## src/rtl/mips_defs.sv

```systemverilog
// Constants shared by the MIPS stage control units and the writeback path:
// the reg_data_op encodings and the special register numbers.
package mips_defs;

    localparam logic [2:0] RDO_ALU  = 3'd0;
    localparam logic [2:0] RDO_DM   = 3'd1;
    localparam logic [2:0] RDO_PC8  = 3'd2;

    localparam logic [4:0] REG_ZERO = 5'd0;
    localparam logic [4:0] REG_RA   = 5'd31;

endpackage

```

## src/rtl/wb_data_sel.sv

```systemverilog
// Writeback data mux: picks ALU result, load data or the link address (pc+8).
// Kept standalone so the forwarding unit can reuse the same selection.
module wb_data_sel
    import mips_defs::*;
#(
    parameter int DW = 32
) (
    input  logic [2:0]    reg_data_op,
    input  logic [DW-1:0] alu_out_W,
    input  logic [DW-1:0] dm_out_W,
    input  logic [DW-1:0] pc_W,
    output logic [DW-1:0] wb_data
);

    // Unused encodings deliberately yield zero rather than a stale source.
    always_comb begin
        wb_data = '0;
        case (reg_data_op)
            RDO_ALU: wb_data = alu_out_W;
            RDO_DM:  wb_data = dm_out_W;
            RDO_PC8: wb_data = pc_W + DW'(8);
            default: wb_data = '0;
        endcase
    end

endmodule

```

## src/rtl/grf_wb_port.sv

```systemverilog
// General register file with W-stage writeback port and write-through bypass to D.
// Optional build macro GRF_TRACE_EN prints one line per committed write.
module grf_wb_port
    import mips_defs::*;
#(
    parameter int NREG = 32,
    parameter int DW   = 32
) (
    input  logic          clk,
    input  logic          reset,
    input  logic          reg_write,
    input  logic [4:0]    reg_addr,
    input  logic [2:0]    reg_data_op,
    input  logic [DW-1:0] alu_out_W,
    input  logic [DW-1:0] dm_out_W,
    input  logic [DW-1:0] pc_W,
    input  logic [4:0]    rs_addr,
    input  logic [4:0]    rt_addr,
    output logic [DW-1:0] rs_data,
    output logic [DW-1:0] rt_data,
    output logic [DW-1:0] wb_data,
    output logic [31:0]   wb_count
);

    logic [DW-1:0] regs [NREG];
    logic          we_eff;

    wb_data_sel #(.DW(DW)) u_sel (
        .reg_data_op (reg_data_op),
        .alu_out_W   (alu_out_W),
        .dm_out_W    (dm_out_W),
        .pc_W        (pc_W),
        .wb_data     (wb_data)
    );

    // Writes to $0 and writes during reset neither land nor count.
    assign we_eff = reset & reg_write & (reg_addr != REG_ZERO);

    always_ff @(posedge clk) begin
        if (!reset) begin
            for (int i = 0; i < NREG; i++) begin
                regs[i] <= '0;
            end
            wb_count <= '0;
        end else if (we_eff) begin
            regs[reg_addr] <= wb_data;
            wb_count       <= wb_count + 32'd1;
        end
    end

    // $0 wins over the bypass so a discarded write can never leak through.
    always_comb begin
        rs_data = regs[rs_addr];
        if (rs_addr == REG_ZERO) begin
            rs_data = '0;
        end else if (we_eff && (rs_addr == reg_addr)) begin
            rs_data = wb_data;
        end
    end

    always_comb begin
        rt_data = regs[rt_addr];
        if (rt_addr == REG_ZERO) begin
            rt_data = '0;
        end else if (we_eff && (rt_addr == reg_addr)) begin
            rt_data = wb_data;
        end
    end

`ifdef GRF_TRACE_EN
    always @(posedge clk) begin
        if (we_eff) begin
            $display("%d@%h: $%d <= %h", $time, pc_W, reg_addr, wb_data);
        end
    end
`else
    // Trace build disabled: no simulation output from the register file.
`endif

endmodule

```

## config.mk

```make
export PLATFORM = sky130hd
export DESIGN_NAME = grf_wb_port
export DESIGN_NICKNAME = d
export VERILOG_FILES = /design/src/rtl/mips_defs.sv /design/src/rtl/wb_data_sel.sv /design/src/rtl/grf_wb_port.sv
export SDC_FILE = /design/constraint.sdc
export NUM_CORES = 2
export LEC_CHECK = 0
export CAP_MARGIN = 0
export CORE_MARGIN = 4
export CORE_UTILIZATION = 55
export CTS_CLUSTER_DIAMETER = 40
export CTS_CLUSTER_SIZE = 20
export DETAILED_ROUTE_END_ITERATION = 10
export GPL_TIMING_DRIVEN = 1
export HOLD_SLACK_MARGIN = 0.05
export PLACE_DENSITY = 0.74
export SLEW_MARGIN = 15
export SYNTH_ARGS = -nofsm -noshare
export SYNTH_HDL_FRONTEND = slang
export SYNTH_SLANG_ARGS = --single-unit
```

## constraint.sdc

```tcl
create_clock -name clk -period 4 [get_ports clk]
set_clock_uncertainty 0.05 [all_clocks]
set_input_delay 0.8 -clock clk [delete_from_list [all_inputs] [get_ports clk]]
set_output_delay 0.8 -clock clk [all_outputs]
set_load 0.01 [all_outputs]
```

==> flow_results.org <==
** Power
- Across the VDD grid, the largest voltage drop is 410 uV.
- Summing internal, switching and leakage power gives roughly 30 mW.
- Static Leak :: 24.5 nW
- Ratio of total power to cell area :: 433 mW/mm^2

** Job
- The tool flagged a number of max-cap violations equal to 0.

** Timing
- Endpoints failing hold :: 0
- Final worst setup slack :: -0.0237 ns
- Setup repair after global routing could not meet its margin everywhere.
- Static timing analysis puts the maximum clock frequency at around 0.25 GHz.
- In this run the tightest slew margin relative to its limit is 0.562.
- The smallest clock period supported by the final layout is computed as 4.02 ns.
- The count of pins over their slew limit was 0.
- Total setup violations reported at the end of the flow :: 2
- At the pin with the least slew margin, the transition time is 0.657 ns.
- Dividing the final minimum period by the clock period gives 1.01.

** Worst setup path
- In this run the worst path has a maximum fanout of 7.
- CP Class :: primary input to output port
- R2R cell count :: 7
- The critical path runs through a total of 12 cells.
- The critical path goes through clkdlybuf4s50_1 -> buf_6 -> buf_4 -> nand2_1 -> nor2_1 -> buf_4 -> buf_4 -> a22oi_2 -> nand2_1 -> nor3_1 -> a211oi_2 -> dlygate4sd2_1.
- Cell type group with the largest total delay on the critical path :: buffers and inverters
- In this run the worst setup path begins at rs_addr[4].
- Required time of the critical path :: approximately 3.2 ns
- Crit path largest cell delay :: roughly 0.41 ns
- Slack of the worst reg-to-reg path :: 1.87 ns
- The worst setup path is captured at an output port.
- For this design, the slowest cell found on the critical path is sky130_fd_sc_hd__clkdlybuf4s50_1.
- The endpoint identified for the worst register-to-register timing path is wb_count[31]$_SDFFE_PN0P_.
- CP dominant cell by count :: sky130_fd_sc_hd__buf_4
- Counting both buffers and inverters, the worst setup path holds a total of 6.
- STA classifies the critical path startpoint as a primary input.
- STA puts the critical path data arrival time at between 3 and 4 ns.
- Beginning of the worst register-to-register path :: wb_count[3]$_SDFFE_PN0P_

** Die
- The die is 324 um wide.
- In this run the vertical extent of the chip is between 300 and 400 um.
- Row count :: 115
- The initial utilization of the core area, before any placement, comes to 0.556.
- The die covers around 0.10 mm^2.
- Standard cell core area :: between 0.09 and 0.1 mm^2
- Total I/O pin count :: 245

** Drt
- Residual DRC count :: 0
- Average wire length per cell after detail routing :: roughly 32 um
- Total wire length after detailed routing :: a little under 200 mm
- Antenna-violating nets left :: 0
- Vias after detailed routing :: ~44,000
- The first routing iteration left roughly 7,500 violations.
- Average via count per standard cell :: between 7 and 8
- Pre-antenna DRT Iters :: 9

** Clock tree
- CTS tree :: yes
- Buffers inserted during clock tree synthesis total between 100 and 150.
- The number of hold buffers added after CTS was 0.
- Cell at the root of the clock tree :: sky130_fd_sc_hd__clkbuf_16
- CTS H-Tree Depth :: 4
- Clock-pin slew reported for the worst setup and hold paths after clock tree synthesis :: roughly 0.06 ns
- Deepest clock path buffer count :: 3
- CTS sink cnt :: roughly 1,100
- Clock network latency to the later pin of the worst-skew pair :: 0.75 ns

** Synth
- The share of synthesized area in the top cell type comes to 0.561.
- Mapped Area :: 0.0548 mm^2
- The most used flip-flop cell after synthesis is sky130_fd_sc_hd__edfxtp_1.
- The Yosys step of the flow raised 0 warnings.
- Number of synthesized flops with an enable pin :: 1,024
- sky130_fd_sc_hd__edfxtp_1 takes more of the synthesized area than any other cell.
- Among all cell types in the netlist, the one instantiated most often is sky130_fd_sc_hd__nor2_1.
- Gate count of the mapped netlist :: roughly 4,000
- The share of the Yosys chip area taken by registers is 0.573.
- Commonest cells in the netlist :: sky130_fd_sc_hd__nor2_1 (1,082), sky130_fd_sc_hd__edfxtp_1 (1,024), sky130_fd_sc_hd__mux4_2 (475)
- Fraction of registers with async set or reset after synthesis :: 0
- In this run, synthesis produced a sequential element count of 1,056.
- Avg Inst Size Synth :: approximately 13 um^2
- Yosys mapped the design onto between 60 and 70 distinct sky130hd cell types.
- Cell types with the largest area share after synthesis :: sky130_fd_sc_hd__edfxtp_1 (56%), sky130_fd_sc_hd__mux4_2 (20%), sky130_fd_sc_hd__nor2_1 (7.4%), sky130_fd_sc_hd__clkbuf_1 (2.3%), sky130_fd_sc_hd__mux2i_1 (1.6%)

** Place
- Worst setup timing slack at the placement stage :: -0.800 ns
- Last weighted congestion value of the routability-driven placer :: around 0.94
- Final HPWL from detailed placement :: 130 mm
- Once placement finished, the instance area stood at approximately 0.063 mm^2.
- Number of buffers inserted by port buffering :: about 240

** GRT
- The initial antenna violation count is 4.
- After global routing the overflow that remains totals 0.
- Maximum number of pins on one net before global-route repair :: 36
- The number of global-route vias before repair is ~43,000.
- Across every metal layer, demand over resource in global routing totals 0.376.
- The first global-routing pass estimated 284 mm of wire.

** Worst hold path
- Worst Hold Endpoint :: wb_count[26]$_SDFFE_PN0P_
- The startpoint identified for the worst hold timing path is wb_count[26]$_SDFFE_PN0P_.
- Hold WC Path Type :: flop to flop
- Instance count along the most critical hold path :: 2

** Status
- Failing checks :: setup timing
- Outcome :: complete, but fails checks

** Cells and area
- Count of nets after finishing :: around 4,900
- With fillers left out, the area of the finished cells amounts to about 0.070 mm^2.
- Layout area overhead :: 27.0%
- Once layout is complete, the utilization of the core stands at 0.706.
- Of the cells placed in the final design, the portion with a size suffix greater than 1 is 0.343.
through the flow:
| stage | hold slack [ns] | TNS, ns | instances |
|---|---|---|---|
| after floorplan | 0.460 | 0 | 4138 |
| after global placement | 0.439 | -37.58 | 5866 |
| after detailed placement | 0.453 | -39.98 | 5866 |
| after CTS | 0.464 | -0.00481 | 6164 |
| after global routing | 0.502 | -0.152 | 6188 |
| final | 0.465 | -0.0238 | 6191 |
registers in the layout, indices dropped and copies added (netlist names):
signal    cells
regs       1024
wb_count     32
cell usage in the layout (no fill, tap or decap), types with 38 or more instances in the layout:
| cell type | count |
|---|---|
| sky130_fd_sc_hd__nor2_1 | 1080 |
| sky130_fd_sc_hd__edfxtp_1 | 1024 |
| sky130_fd_sc_hd__buf_4 | 558 |
| sky130_fd_sc_hd__mux4_2 | 475 |
| sky130_fd_sc_hd__clkbuf_16 | 148 |
| sky130_fd_sc_hd__nand2_1 | 139 |
| sky130_fd_sc_hd__clkdlybuf4s50_1 | 123 |
| sky130_fd_sc_hd__buf_12 | 104 |
| sky130_fd_sc_hd__mux2i_1 | 87 |
| sky130_fd_sc_hd__a22oi_1 | 85 |
| sky130_fd_sc_hd__o22ai_1 | 77 |
| sky130_fd_sc_hd__nor3_1 | 66 |
| sky130_fd_sc_hd__inv_1 | 43 |
| sky130_fd_sc_hd__buf_2 | 39 |
| sky130_fd_sc_hd__a211oi_1 | 38 |
how the worst max path moves through the flow:
stage / endpoint / slack [ns]
floorplan: wb_data[31] / 0.32
global placement: rs_data[31] / -0.77
detailed placement: rt_data[14] / -0.80
CTS: rt_data[20] / -0.004
global route: rs_data[29] / -0.05
finish: rs_data[29] / -0.02
repair_timing:
item / CTS / global route
setup endpoints to repair: 88 / 79
setup buffers: 39 / 23
gates cloned: 5 / 1
pin swaps: 49 / 31
resized for setup: 409 / 119
cells by family after synthesis:
logic type	synth area share
adder cells (fa/ha/maj)	0.000457
buffers and inverters	0.0355
flip-flops	0.573
AO/OA/AOI/OAI	0.0542
XOR/XNOR	0.00991
multiplexers	0.213
AND/OR/NAND/NOR	0.114
other	0.0000685
area by class of cell:
class                      instances  area, um^2
antenna                            4        10.0
clock buffer                     154        3700
clock inverter                   101        1010
fill                            6096       29000
inverter                          47         180
multi-input combinational       2599       22600
sequential                      1056       31400
tap                             1287        1610
timing repair buffer             943        9060
worst min-delay path, cell delays in order (launching register included):
cell,delay (ns)
sky130_fd_sc_hd__dfxtp_1,0.33
sky130_fd_sc_hd__o21ai_0,0.08
sky130_fd_sc_hd__a21oi_1,0.06
report_power, final:
part | internal [mW] | switching (mW)
combinational | 2.00 | 2.41
sequential | 12.7 | 0.327
clock | 7.56 | 5.09
routing by layer:
layer  track usage  vias to the layer above  part of all wire
met2         0.578                     4333              0.46
met5             0                        -                 0
met4         0.204                        0             0.062
met3         0.143                      896              0.17
met1         0.465                    21300              0.31
li1              -                    17000                 -
Note: power is estimated with default switching activity, not from simulation.
